===== config.mk =====
export PLATFORM = sky130hd
export DESIGN_NAME = fg_period_timer
export DESIGN_NICKNAME = d
export VERILOG_FILES = /design/src/rtl/fg_period_timer.sv
export SDC_FILE = /design/constraint.sdc
export NUM_CORES = 1
export LEC_CHECK = 0
export CAP_MARGIN = 40
export CORE_ASPECT_RATIO = 1.25
export CORE_MARGIN = 4
export CORE_UTILIZATION = 46
export CTS_CLUSTER_DIAMETER = 40
export DETAILED_ROUTE_END_ITERATION = 7
export GPL_TIMING_DRIVEN = 0
export PLACE_DENSITY = 0.82
export SLEW_MARGIN = 20
export SYNTH_ARGS = -nofsm -noshare
export SYNTH_HDL_FRONTEND = slang
export SYNTH_SLANG_ARGS = --single-unit

===== constraint.sdc =====
create_clock -name clk_i -period 7.3 [get_ports clk_i]
set_input_delay 1.095 -clock clk_i [delete_from_list [all_inputs] [get_ports clk_i]]
set_output_delay 1.095 -clock clk_i [all_outputs]
set_load 0.005 [all_outputs]

===== src/rtl/fg_period_timer.sv =====
// Timebase for the function generator: prescaled clock-enable tick, period counter
// register, and double-buffered waveform configuration that is swapped only at a period boundary.
module fg_period_timer #(
    parameter int COUNTER_BITWIDTH  = 32,
    parameter int WAVEFORM_BITWIDTH = 16,
    parameter int PRESC_BITWIDTH    = 16
) (
    input  logic                         clk_i,
    input  logic                         rst_i,
    input  logic                         en_i,
    input  logic                         cfg_load_i,
    input  logic [PRESC_BITWIDTH-1:0]    cfg_presc_i,
    input  logic [COUNTER_BITWIDTH-1:0]  cfg_counter_i,
    input  logic [COUNTER_BITWIDTH-1:0]  cfg_on_counter_i,
    input  logic [WAVEFORM_BITWIDTH-1:0] cfg_k_rise_i,
    input  logic [WAVEFORM_BITWIDTH-1:0] cfg_k_fall_i,
    input  logic [WAVEFORM_BITWIDTH-1:0] cfg_amplitude_i,
    output logic                         cfg_pending_o,
    output logic                         clk_en_o,
    output logic [COUNTER_BITWIDTH-1:0]  CR_o,
    output logic                         period_start_o,
    output logic [COUNTER_BITWIDTH-1:0]  counter_o,
    output logic [COUNTER_BITWIDTH-1:0]  ON_counter_o,
    output logic [WAVEFORM_BITWIDTH-1:0] k_rise_o,
    output logic [WAVEFORM_BITWIDTH-1:0] k_fall_o,
    output logic [WAVEFORM_BITWIDTH-1:0] amplitude_o
);

    typedef enum logic {S_IDLE = 1'b0, S_RUN = 1'b1} state_t;

    typedef struct packed {
        logic [PRESC_BITWIDTH-1:0]    presc;
        logic [COUNTER_BITWIDTH-1:0]  counter;
        logic [COUNTER_BITWIDTH-1:0]  on_counter;
        logic [WAVEFORM_BITWIDTH-1:0] k_rise;
        logic [WAVEFORM_BITWIDTH-1:0] k_fall;
        logic [WAVEFORM_BITWIDTH-1:0] amplitude;
    } cfg_t;

    state_t                      r_state, w_state_next;
    cfg_t                        r_shadow, r_active, w_shadow_next, w_active_next, w_cfg_in;
    logic                        r_pending, w_pending_next;
    logic                        r_first, w_first_next;
    logic [PRESC_BITWIDTH-1:0]   r_presc_cnt, w_presc_cnt_next;
    logic [COUNTER_BITWIDTH-1:0] r_cr, w_cr_next;
    logic                        r_clk_en, w_clk_en_next;
    logic                        r_period_start, w_period_start_next;
    logic                        w_tick, w_wrap;
    logic [COUNTER_BITWIDTH:0]   w_cr_inc;

    assign w_cfg_in = '{presc:      cfg_presc_i,
                        counter:    cfg_counter_i,
                        on_counter: cfg_on_counter_i,
                        k_rise:     cfg_k_rise_i,
                        k_fall:     cfg_k_fall_i,
                        amplitude:  cfg_amplitude_i};

    // State register
    always_ff @(posedge clk_i) begin
        if (rst_i) r_state <= S_IDLE;
        else       r_state <= w_state_next;
    end

    // Next-state logic
    always_comb begin
        w_state_next = r_state;
        case (r_state)
            S_IDLE:  if (en_i)  w_state_next = S_RUN;
            S_RUN:   if (!en_i) w_state_next = S_IDLE;
            default: w_state_next = S_IDLE;
        endcase
    end

    // Widened increment keeps the wrap compare exact even at CR = max.
    assign w_cr_inc = {1'b0, r_cr} + {{COUNTER_BITWIDTH{1'b0}}, 1'b1};
    assign w_tick   = (r_state == S_RUN) && (r_presc_cnt == r_active.presc);
    assign w_wrap   = w_tick && !r_first && (w_cr_inc >= {1'b0, r_active.counter});

    // Output / datapath next values
    always_comb begin
        w_shadow_next       = r_shadow;
        w_active_next       = r_active;
        w_pending_next      = r_pending;
        w_first_next        = r_first;
        w_presc_cnt_next    = '0;
        w_cr_next           = '0;
        w_clk_en_next       = 1'b0;
        w_period_start_next = 1'b0;
        case (r_state)
            S_IDLE: begin
                w_first_next   = 1'b1;
                w_pending_next = 1'b0;
                if (cfg_load_i) begin
                    w_shadow_next = w_cfg_in;
                    w_active_next = w_cfg_in;
                end
            end
            S_RUN: begin
                if (!en_i) begin
                    // Leaving RUN: whatever is pending becomes active immediately.
                    w_pending_next = 1'b0;
                    if (cfg_load_i) begin
                        w_shadow_next = w_cfg_in;
                        w_active_next = w_cfg_in;
                    end else if (r_pending) begin
                        w_active_next = r_shadow;
                    end
                end else begin
                    w_cr_next        = r_cr;
                    w_presc_cnt_next = w_tick ? '0 : r_presc_cnt + 1'b1;
                    if (w_tick) begin
                        w_clk_en_next = 1'b1;
                        if (r_first) begin
                            w_first_next        = 1'b0;
                            w_cr_next           = '0;
                            w_period_start_next = 1'b1;
                        end else if (w_wrap) begin
                            w_cr_next           = '0;
                            w_period_start_next = 1'b1;
                            if (r_pending) begin
                                w_active_next  = r_shadow;
                                w_pending_next = 1'b0;
                            end
                        end else begin
                            w_cr_next = w_cr_inc[COUNTER_BITWIDTH-1:0];
                        end
                    end
                    // A load on the wrap edge lands in the shadow after the old one was applied.
                    if (cfg_load_i) begin
                        w_shadow_next  = w_cfg_in;
                        w_pending_next = 1'b1;
                    end
                end
            end
            default: ;
        endcase
    end

    always_ff @(posedge clk_i) begin
        if (rst_i) begin
            r_shadow       <= '0;
            r_active       <= '0;
            r_pending      <= 1'b0;
            r_first        <= 1'b0;
            r_presc_cnt    <= '0;
            r_cr           <= '0;
            r_clk_en       <= 1'b0;
            r_period_start <= 1'b0;
        end else begin
            r_shadow       <= w_shadow_next;
            r_active       <= w_active_next;
            r_pending      <= w_pending_next;
            r_first        <= w_first_next;
            r_presc_cnt    <= w_presc_cnt_next;
            r_cr           <= w_cr_next;
            r_clk_en       <= w_clk_en_next;
            r_period_start <= w_period_start_next;
        end
    end

    assign cfg_pending_o  = r_pending;
    assign clk_en_o       = r_clk_en;
    assign CR_o           = r_cr;
    assign period_start_o = r_period_start;
    assign counter_o      = r_active.counter;
    assign ON_counter_o   = r_active.on_counter;
    assign k_rise_o       = r_active.k_rise;
    assign k_fall_o       = r_active.k_fall;
    assign amplitude_o    = r_active.amplitude;

endmodule


==> results.toml, run 1 <==
[cts]
htree_levels = 2
path_clk_slew_ps = 60
cts_tree = "built"
cts.root.buffer_cell = "clkbuf_16"
post_cts_resized = 0
cts_setup_buffers = 0
numClockSinks = 309
clock_path_buffers = 3
numCtsBuffers = 43
ctsHoldBuffers = 0
insertion_delay_ps = 540

[grt]
grt_util_all_layers_pct = 25.3
grt_max_degree = 13
antenna_found_initial = 7
grt_pass1_vias = 15761
grt_overflow_total = 0
grt_pass1_wl_um = 81600

[routing]
vias = 15160
vias_per_cell = 5.67
drc = 0
drtIter0Drc = 890
routed_wl_um = 52100
wl_per_cell_um = 19.5
dr.pass1.iters = 5
ant_nets = 0

[logic_synthesis]
synth_edf_count = 0
synthArstFlopShare_pct = 0
ys_seq_area_share_pct = 37.1
synth_top_flop_cell = "dfxtp_1"
yosys_warnings = 0
syn_nets = 2004
syn_inst = 1838
synth.distinct_cells = 56
synth.avg_cell_area_um2 = 9.07
synth-seq-cells = 309
syn-cell-area_um2 = 16700

[timing]
slew_viol_final = 0
finalSetupViolCount = 0
setup_tns_ps = 0
min_period_over_period_pct = 78.5
final_hold_viol_count = 0
fin_skew_ps = 17.3
rsz0062_at_grt = "no"
worst_slew_pin_slew_ps = 895
timing.fmax_mhz = 174
slew-limit-headroom_pct = 39.9
period_minus_slack_ps = 5730

[floorplanning]
start_util_pct = 46.9
die_w_um = 178
fp.dieH_um = 221
core_um2 = 35600
die-area_um2 = 39400
rows = 77
ios = 279

[critical_path]
endpoint_kind = "register"
path_max_fanout = 10
critPathLaunchType = "register"
cp.required_ps = 7750
crit_type = "reg -> reg"
critPathArrivalTime_ps = 6180

[layout]
fin_nets = 2332
area_growth_pct = 30.2
drive_gt1_share_pct = 12.3

[power_and_ir_drop]
p_leak_nw = 8.28
p_per_area_nw_per_um2 = 222
ir_drop_mv = 0.191
p_total_mw = 4.82

[outcome]
status = "finished clean"

[placed_design]
portBuffers = 276
gp_congestion = 0.897
dp_hpwl_um = 38300

[min_path]
hp-class = "reg -> reg"

[run]
cap_violations = 0
-- Yosys cell counts (7+ instances only) --
library cell,number,area [um2]
nor4_1,7,43.8
o21ai_0,21,105
ha_1,34,425
nand2_1,26,97.6
nand4b_1,97,850
o31ai_2,44,551
buf_4,113,848
xnor2_1,27,236
nor3_1,7,35.0
dfxtp_1,309,6190
buf_6,15,169
buf_1,17,63.8
clkbuf_1,114,428
o31ai_1,85,638
mux2i_1,259,2590
and3_1,13,81.3
inv_1,40,150
buf_2,7,35.0
nand4_1,11,68.8
a32o_1,8,80.1
or4_1,32,240
a21oi_1,146,731
nand3_1,31,155
nor2_1,280,1050
xor2_1,29,254
a22o_1,13,114
-- path summary, 6_finish.rpt --
kind | from | endpoint | slack (ps) | cells after the start
worst max-delay path | CR_o[3]$_SDFFE_PP0P_ | r_active[114]$_SDFFE_PP0P_ | 1570 | 17
worst min-delay path | r_shadow[59]$_SDFFE_PP0P_ | r_shadow[59]$_SDFFE_PP0P_ | 490 | 2
worst max register to register | CR_o[3]$_SDFFE_PP0P_ | r_active[114]$_SDFFE_PP0P_ | 1570 | 17
worst min register to register | r_shadow[59]$_SDFFE_PP0P_ | r_shadow[59]$_SDFFE_PP0P_ | 490 | 2
-- final cells by class --
| cell class | count | area, um2 |
|---|---|---|
| antenna | 2 | 5.00 |
| buffer | 266 | 1540 |
| clock buffer | 60 | 1260 |
| clock inverter | 18 | 323 |
| fill | 2950 | 13800 |
| inverter | 41 | 154 |
| multi-input combinational | 1222 | 8790 |
| sequential | 309 | 6190 |
| tap | 474 | 593 |
| timing repair buffer | 283 | 2850 |
-- cell families (layout without fill, tap and decap cells) --
logic type / Yosys count / count (layout) / synth area share [%]
buf+inv: 307 / 668 / 10.2
fa+ha+maj: 34 / 34 / 2.55
simple gates: 533 / 533 / 17.2
xor+xnor: 56 / 56 / 2.94
other cells: 0 / 2 / 0
compound gates: 340 / 340 / 14.4
mux: 259 / 259 / 15.6
flops: 309 / 309 / 37.1
-- through the flow --
step                instances  utilization (%)  worst slack (ps)  cell area (um2)  hold WS, ps
global placement         2588             56.3              1500            20000          472
finish                   2675             61.0              1570            21700          489
floorplan                1838                -              3040            16700          460
global route             2673             61.0              1340            21700          511
detailed placement       2594             56.5              1700            20100          481
CTS                      2672             61.0              1630            21700          496
-- layer usage --
layer / share of wire [%] / track usage [%]
met1: 40 / 30.5
met2: 49 / 43.3
met3: 7.3 / 5.63
met4: 3.8 / 10.8
met5: 0.14 / 0
-- flip-flops by register name, summed over array words and instances, names as in the netlist --
register,count
r_active,16
CR_o,32
amplitude_o,16
clk_en_o,1
counter_o,32
r_state,1
k_fall_o,16
period_start_o,1
r_presc_cnt,16
k_rise_o,16
r_shadow,128
ON_counter_o,32
r_first,1
cfg_pending_o,1
-- report_power, final --
| part | switching [mW] | internal (mW) | total (mW) |
|---|---|---|---|
| clock | 0.797 | 1.50 | 2.29 |
| sequential | 0.0712 | 1.78 | 1.85 |
| combinational | 0.327 | 0.346 | 0.673 |
-- critical path, cell delays in order (launching register included) --
cell and delay [ps]:
dfxtp_1 560, nand4_2 260, nor3_1 790, nand2_1 320
nor3_2 580, nand3_1 210, xnor2_1 230, ha_1 280
a21o_1 170, a21oi_1 150, nor2b_1 70, a311oi_2 280
o31ai_2 200, o21ai_1 560, buf_2 410, buf_2 310
nand4b_1 160, o31ai_2 100
-- layout by cell type, fill, tap and decap left out, types with 3 or more instances in the layout --
| cell type | n |
|---|---|
| dfxtp_1 | 309 |
| nor2_1 | 280 |
| clkdlybuf4s50_1 | 276 |
| mux2i_1 | 258 |
| a21oi_1 | 146 |
| clkbuf_1 | 121 |
| buf_4 | 114 |
| nand4b_1 | 97 |
| o31ai_1 | 85 |
| clkbuf_16 | 45 |
| o31ai_2 | 44 |
| inv_1 | 40 |
| ha_1 | 34 |
| or4_1 | 32 |
| nand3_1 | 31 |
| xor2_1 | 29 |
| xnor2_1 | 27 |
| nand2_1 | 26 |
| o21ai_0 | 21 |
| buf_6 | 19 |
| buf_1 | 17 |
| and3_1 | 13 |
| a22o_1 | 13 |
| nand4_1 | 11 |
| a32o_1 | 8 |
| bufinv_16 | 8 |
| clkbuf_8 | 8 |
| buf_2 | 7 |
| nor3_1 | 7 |
| nor4_1 | 7 |
| and4_1 | 5 |
| a21o_1 | 5 |
| or3_1 | 5 |
| nor2b_1 | 4 |
| a31oi_1 | 4 |
| inv_6 | 4 |
| clkinvlp_4 | 3 |
(Power assumes the default switching activity.)
==> inputs of run 2 (changes only) <==
==> constraint.sdc (replaced) <==
create_clock -name clk_i -period 5.38 [get_ports clk_i]
set_input_delay 0.807 -clock clk_i [delete_from_list [all_inputs] [get_ports clk_i]]
set_output_delay 0.807 -clock clk_i [all_outputs]
set_load 0.005 [all_outputs]
==> results.toml, run 2 (synthesis results as in run 1) <==
[critical_path]
crit_type = "reg -> reg"
critical-path-top-delay-family = "simple AND/OR/NAND/NOR gates"
cp.depth = 16
crit_buf_inv = 3
path_cells = "nand4_2 -> nor3_2 -> nand2_1 -> nor3_4 -> nand3_1 -> xnor2_1 -> ha_1 -> nand4_1 -> nor4b_1 -> and4_1 -> clkbuf_1 -> o21a_4 -> nor2_2 -> buf_6 -> buf_6 -> o31ai_1"
critPathArrivalTime_ps = 5560
path_max_fanout = 10
critPathLaunchType = "register"
endpoint_kind = "register"
cpMaxStageDelayCell = "dfxtp_1"
cp_common_cell = "buf_6"
max_stage_delay_ps = 560
reg2reg_depth = 16
cp.required_ps = 5810

[cts]
cts_setup_buffers = 0
ctsHoldBuffers = 0
numClockSinks = 309
insertion_delay_ps = 540
cts.root.buffer_cell = "clkbuf_16"
htree_levels = 2
numCtsBuffers = 43
path_clk_slew_ps = 60
clock_path_buffers = 3
cts_tree = "built"

[floorplanning]
die-area_um2 = 39400
ios = 279
die_w_um = 178
fp.dieH_um = 221
rows = 77
core_um2 = 35600
start_util_pct = 46.9

[min_path]
hp-class = "reg -> reg"
whs_path_depth = 2

[layout]
largest_reg_flops = 128
layout_common_cells = "dfxtp_1 (309), nor2_1 (280), clkdlybuf4s50_1 (276), mux2i_1 (258), a21oi_1 (146)"
area_growth_pct = 30.3
finalInstanceArea_um2 = 21700
fin_nets = 2332
instances_no_fill = 2676
mostFrequentLayoutCell = "dfxtp_1"
top_register = "r_shadow"
drive_gt1_share_pct = 12.4

[timing]
finalSetupViolCount = 0
slew-limit-headroom_pct = 41.1
slew_viol_final = 0
timing.fmax_mhz = 195
min_period_over_period_pct = 95.2
final_hold_viol_count = 0
rsz0062_at_grt = "no"
period_minus_slack_ps = 5120
worst_slew_pin_slew_ps = 859
setup_tns_ps = 0
fin_skew_ps = 17.9

[power_and_ir_drop]
p_total_mw = 6.54
p_per_area_nw_per_um2 = 301
ir_drop_mv = 0.259
p_leak_nw = 8.30

[grt]
use_met2_pct = 43.4
antenna_found_initial = 7
grt_pass1_vias = 15758
grt_util_all_layers_pct = 25.3
grt_pass1_wl_um = 81700
grt.met1_usage_pct = 30.5
busiest_layer = "met2"
grtUsageMet3_pct = 5.60
grt_overflow_total = 0
grt_max_degree = 13

[placed_design]
place_area_um2 = 20100
dp_hpwl_um = 38300
portBuffers = 276
gp_congestion = 0.897
dp.cells = 2594

[outcome]
status = "finished clean"

[routing]
ant_nets = 0
wl_per_cell_um = 19.5
drc = 0
vias_per_cell = 5.66
drtIter0Drc = 892
vias = 15151
routed_wl_um = 52200
dr.pass1.iters = 6

[run]
cap_violations = 0
-- run 2: cell types whose count changed in the layout (fill, tap and decap cells not counted), sizes merged --
cell	delta
diode	+1
-- run 2: layer usage --
layer / up-vias / share of wire, %
met4: 12 / 4.0
met5: - / 0.14
li1: 7155 / -
met2: 583 / 48
met1: 7261 / 40
met3: 140 / 7.5
-- run 2: through the flow --
stage               hold slack (ps)  setup slack [ps]  util (%)
finish                          489               256      61.1
floorplan                       460              1120         -
global placement                472              -417      56.3
CTS                             496              15.2      61.0
detailed placement              481              -222      56.5
global route                    511              11.7      61.1
-- run 2: repair_timing --
action / CTS / global route
cloned: 0 / 0
gates resized for setup: 1 / 2
setup endpoints to repair: 106 / 97
hold endpoints to repair: 0 / 0
-- run 2: final cells by class --
cell class                 count  area (um2)
tap                          474         593
fill                        2952       13800
sequential                   309        6190
timing repair buffer         283        2850
clock inverter                18         323
antenna                        3        7.51
inverter                      41         154
buffer                       266        1540
clock buffer                  60        1260
multi-input combinational   1222        8810
-- run 2: tightest hold or removal path: cells and delay by family (launching register included) --
| kind | cells | cell delay, ps |
|---|---|---|
| flops | 1 | 320 |
| mux | 1 | 60 |
| simple gates | 1 | 70 |
-- run 2: final timing paths --
kind | endpoint | from | slack (ps)
max | ON_counter_o[24]$_SDFFE_PP0P_ | CR_o[3]$_SDFFE_PP0P_ | 260
min | r_shadow[59]$_SDFFE_PP0P_ | r_shadow[59]$_SDFFE_PP0P_ | 490
max reg2reg | ON_counter_o[24]$_SDFFE_PP0P_ | CR_o[3]$_SDFFE_PP0P_ | 260
min reg2reg | r_shadow[59]$_SDFFE_PP0P_ | r_shadow[59]$_SDFFE_PP0P_ | 490
-- run 2: report_power, final --
| part | switching (mW) | leakage (nW) | total, mW | internal, mW |
|---|---|---|---|---|
| Sequential | 0.0968 | 2.54 | 2.51 | 2.42 |
| Clock | 1.09 | 0.766 | 3.12 | 2.03 |
| Combinational | 0.443 | 4.99 | 0.913 | 0.469 |
==> variant 1, RTL diff (settings of run 2) <==
Register the outputs `counter_o`, `ON_counter_o`, `k_rise_o`, `k_fall_o` and `amplitude_o`; this adds one clock of latency there. The other outputs are not delayed to match.
--- a/src/rtl/fg_period_timer.sv
+++ b/src/rtl/fg_period_timer.sv
@@ -164,7 +164,17 @@
     assign period_start_o = r_period_start;
-    assign counter_o      = r_active.counter;
-    assign ON_counter_o   = r_active.on_counter;
-    assign k_rise_o       = r_active.k_rise;
-    assign k_fall_o       = r_active.k_fall;
-    assign amplitude_o    = r_active.amplitude;
+    always_ff @(posedge clk_i) begin
+        if (rst_i) begin
+            counter_o    <= '0;
+            ON_counter_o <= '0;
+            k_rise_o     <= '0;
+            k_fall_o     <= '0;
+            amplitude_o  <= '0;
+        end else begin
+            counter_o    <= r_active.counter;
+            ON_counter_o <= r_active.on_counter;
+            k_rise_o     <= r_active.k_rise;
+            k_fall_o     <= r_active.k_fall;
+            amplitude_o  <= r_active.amplitude;
+        end
+    end
 
Check against the original RTL: not equivalent (Yosys sat finds a counterexample within 4 cycles, from zero or initial values and one cycle with rst_i high).
==> variant 1 against run 2 <==
Total power increased by 28%; sequential power increased by 37%; routed wire length increased by 40%; final cell count increased by 28%; non-clock buffer count decreased by 7; setup slack got worse by 0.12 ns; utilization decreased by 2.0 points; area after synthesis increased by 27%; sequential cell count increased by 112; clock power increased by 26%; fmax decreased by 2.3%; first-iteration DRC count increased by 94%; via count increased by 39%; cell area increased by 23%; critical endpoint is now r_active[86].
==> variant 1: results (changes against run 2) <==
\begin{tabular}{lr}
\hline
Metric & Value \\
\hline
\multicolumn{2}{l}{\textbf{Global routing}} \\
Met1 global-route usage & 32.9\% (was 30.5\%) \\
Vias in the first global route & 20.8k (was 15.8k) \\
First-pass GRT wire length & 112000 um (was 81700 um) \\
Global-route usage over all layers & 28.0\% (was 25.3\%) \\
\multicolumn{2}{l}{\textbf{Detailed routing}} \\
Number of DRC markers in iteration 0 & 1734 (was 892) \\
Routed wire length on met3 & 7300 um (was 3900 um) \\
Routed length on met2 & 34200 um (was 25200 um) \\
\multicolumn{2}{l}{\textbf{Setup path}} \\
Crit path max-delay cell type & nor4\_1 (was dfxtp\_1) \\
Worst R2R End & r\_active[86] (was ON\_counter\_o[24]) \\
Endpoint arrival time on the critical path & 5.72 ns (was 5.56 ns) \\
Startpoint of the most critical register-to-register path & CR\_o[0] (was CR\_o[3]) \\
Slowest Stage Delay on Critical Path & 0.74 ns (was 0.56 ns) \\
\multicolumn{2}{l}{\textbf{Placement}} \\
Placed Instance Area & 0.0247 mm\^{}2 (was 0.0201 mm\^{}2) \\
\multicolumn{2}{l}{\textbf{Power and ir drop}} \\
Switching part of the total power & 27.6\% (was 24.9\%) \\
Clock group & 0.00393 W (was 0.00312 W) \\
Total power divided by cell area & 314 mW/mm\^{}2 (was 301 mW/mm\^{}2) \\
Worst IR Drop VDD & 0.000249 V (was 0.000259 V) \\
Static power due to leakage & 9.31 nW (was 8.30 nW) \\
Power consumed by combinational cells & 0.00104 W (was 0.000913 W) \\
\multicolumn{2}{l}{\textbf{Worst hold path}} \\
Endpoint of the worst hold-timing path & r\_shadow[114] (was r\_shadow[59]) \\
\multicolumn{2}{l}{\textbf{Yosys}} \\
Number of distinct library cells after synthesis & 50 (was 56) \\
Fraction of the yosys area taken by sequential cells & 39.9\% (was 37.1\%) \\
Ranking of synthesized cells by area & dfxtp\_1, mux2i\_1, nor2\_1 (unchanged) \\
\multicolumn{2}{l}{\textbf{Layout}} \\
Filler Cell Count & 3918 (was 2952) \\
Clock buffer count in the final layout & 71 (was 60) \\
Share of cells above drive strength 1 & 5.39\% (was 12.4\%) \\
Final Net Count & 2956 (was 2332) \\
Antenna fix cells & 4 (was 3) \\
Flip-flop and latch count & 421 (was 309) \\
Multi-input logic portion of the cell area & 42.8\% (was 40.5\%) \\
Multi-input gates & 1722 (was 1222) \\
\multicolumn{2}{l}{\textbf{Clock network}} \\
Clock buffer count from CTS & 57 (was 43) \\
Skew-Pair Late Insertion Delay & 0.64 ns (was 0.54 ns) \\
\multicolumn{2}{l}{\textbf{Status}} \\
Outcome & complete, no violations (unchanged) \\
\hline
\end{tabular}
-- variant 1: changes by cell type in the layout (fill, tap and decap cells not counted), sizes merged, moves of 97 or more --
| cell | change |
|---|---|
| nor4 | +125 |
| a31oi | +125 |
| a211o | +128 |
| clkbuf | +106 |
| buf | -102 |
| nand2 | +139 |
| nand4b | -97 |
| o31ai | -129 |
| dfxtp | +112 |
| o311ai | +129 |
-- variant 1: through the flow --
stage          hold slack (ns)  util (%)  setup slack, ns  instances  power, W
2_1_floorplan            0.453         -             1.58       2440   0.00404
3_3_place_gp             0.471      54.3            0.266       3294   0.00445
5_1_grt                  0.506      59.1           0.0298       3417   0.00865
6_report                 0.494      59.1            0.135       3420   0.00839
3_5_place_dp             0.483      54.6            0.233       3306   0.00450
4_1_cts                  0.497      59.0            0.177       3413   0.00841
-- variant 1: worst max path at each step --
| stage | endpoint | depth (start not counted) |
|---|---|---|
| 2_1_floorplan | CR_o[27] | 14 |
| 3_3_place_gp | r_active[86] | 15 |
| 3_5_place_dp | r_active[60] | 15 |
| 4_1_cts | r_active[86] | 15 |
| 5_1_grt | r_active[9] | 16 |
| 6_report | r_active[86] | 16 |
-- variant 1: kinds of logic (layout without fill, tap and decap cells) --
family / count (synthesis) / in the layout / synth area share, %
AND/OR/NAND/NOR: 779 / 779 / 17.6
AO/OA/AOI/OAI: 595 / 595 / 20.0
flip-flops: 421 / 421 / 39.9
buffers and inverters: 297 / 695 / 5.87
multiplexers: 258 / 258 / 12.2
XOR/XNOR: 56 / 56 / 2.32
adder cells (fa/ha/maj): 34 / 34 / 2.02
other: 0 / 4 / 0
-- variant 1: repair_timing --
item	in CTS	in global routing
gates resized for setup	0	1
endpoints found under the setup margin	0	100
hold buffers	0	0
endpoints found under the hold margin	0	0
==> variant 2, RTL diff (config.mk and constraints of run 2) <==
Made on the original files. `PRESC_BITWIDTH`: 16 -> 20.
--- a/src/rtl/fg_period_timer.sv
+++ b/src/rtl/fg_period_timer.sv
@@ -5,3 +5,3 @@
     parameter int WAVEFORM_BITWIDTH = 16,
-    parameter int PRESC_BITWIDTH    = 16
+    parameter int PRESC_BITWIDTH    = 20
 ) (
Interface: changed (resized cfg_presc_i); port bits go from 279 to 283. No check against the original RTL was run, so the function may have changed too.
==> variant 2 against run 2 <==
Setup slack improved by 0.21 ns; sequential cell count up 12; largest cell class unchanged; cell area is 5.6% higher; routed wire length increased by 0.32%; count of clock-buffer cells in the layout down 2; sequential power increased by 4%; area after synthesis rose by 7.0%; final cell count increased by 7.3%; total power increased by 2.9%.
==> variant 2: results (changes against run 2) <==
\begin{tabular}{lr}
\hline
Metric & Value \\
\hline
\multicolumn{2}{l}{\textbf{Detailed routing}} \\
Number of DRC markers in iteration 0 & 788 (was 892) \\
Final WL & 52400 um (was 52200 um) \\
Routed wire length on met3 & 3360 um (was 3900 um) \\
Number of search-and-repair iterations in the first detailed-routing pass & 5 (was 6) \\
Vias after detailed routing & 15.4k (was 15.2k) \\
Routed length on met2 & 26300 um (was 25200 um) \\
\multicolumn{2}{l}{\textbf{Floorplan}} \\
Cell row count & 80 (was 77) \\
\multicolumn{2}{l}{\textbf{Placement}} \\
IO buf count & 281 (was 276) \\
Pre-CTS setup slack & 0.517 ns (was -0.222 ns) \\
Cell total after placement & 2786 (was 2594) \\
Weighted congestion reported at the end of routability-driven placement & 0.922 (was 0.897) \\
\multicolumn{2}{l}{\textbf{Timing}} \\
Worst slew pin tran & 0.812 ns (was 0.859 ns) \\
Maximum clock skew at final layout & 0.0210 ns (was 0.0179 ns) \\
\multicolumn{2}{l}{\textbf{Yosys}} \\
XOR/XNOR share of the synthesized area & 3.14\% (was 2.94\%) \\
Synthesized flop and latch total & 321 (was 309) \\
Post-synth top cells & nor2\_1, dfxtp\_1, mux2i\_1 (was dfxtp\_1, nor2\_1, mux2i\_1) \\
Multiplexer share of the synthesized area & 25.2\% (was 15.6\%) \\
Number of instances in the synthesized netlist & 2006 (was 1838) \\
Ranking of synthesized cells by area & dfxtp\_1, mux2i\_1, nor2\_1 (unchanged) \\
\multicolumn{2}{l}{\textbf{Layout}} \\
Fraction of area in non-clock buffers & 19.2\% (was 20.2\%) \\
Antenna fix cells & 2 (was 3) \\
Number of flip-flops under the largest register name & 132 (was 128) \\
Register fraction of the total cell area & 28.0\% (was 28.5\%) \\
Clock buffer count in the final layout & 58 (was 60) \\
Filler Cell Count & 3202 (was 2952) \\
\multicolumn{2}{l}{\textbf{Status}} \\
Outcome & complete, no violations (unchanged) \\
\multicolumn{2}{l}{\textbf{Setup path}} \\
Slowest Stage Delay on Critical Path & 0.48 ns (was 0.56 ns) \\
\multicolumn{2}{l}{\textbf{Global routing}} \\
Met1 global-route usage & 27.9\% (was 30.5\%) \\
Vias in the first global route & 16.0k (was 15.8k) \\
Global routing usage on met2 & 42.2\% (was 43.4\%) \\
First-pass GRT wire length & 82400 um (was 81700 um) \\
\multicolumn{2}{l}{\textbf{Power and ir drop}} \\
Static power due to leakage & 9.39 nW (was 8.30 nW) \\
\multicolumn{2}{l}{\textbf{Clock network}} \\
Post-cts sizing count & 0 (was 1) \\
Clock buffer count from CTS & 46 (was 43) \\
\hline
\end{tabular}
## variant 2: cell types whose count changed after synthesis, moves of 13 or more
| cell | change |
|---|---|
| mux2_4 | +80 |
| or4_1 | -30 |
| clkbuf_1 | -13 |
| o31ai_2 | -44 |
| o31ai_1 | -85 |
| nor2b_1 | +99 |
| mux2_2 | +53 |
| xnor2_1 | +14 |
| buf_6 | -14 |
| nand4b_1 | -96 |
| nor2_1 | +181 |
## variant 2: power breakdown
part           total [W]  internal, W  switching [W]  leakage [nW]
logic            0.00105     0.000582       0.000463          6.00
registers        0.00262      0.00252       0.000100          2.64
clock network    0.00307      0.00190        0.00118         0.749
## variant 2: path summary, 6_finish.rpt
kind | startpoint | slack [ns] | endpoint | depth (start not counted)
worst max-delay path | CR_o[4] | 0.47 | counter_o[12] | 18
worst min-delay path | r_shadow[87] | 0.50 | r_shadow[87] | 2
worst max register to register | CR_o[4] | 0.47 | counter_o[12] | 18
worst min register to register | r_shadow[87] | 0.50 | r_shadow[87] | 2
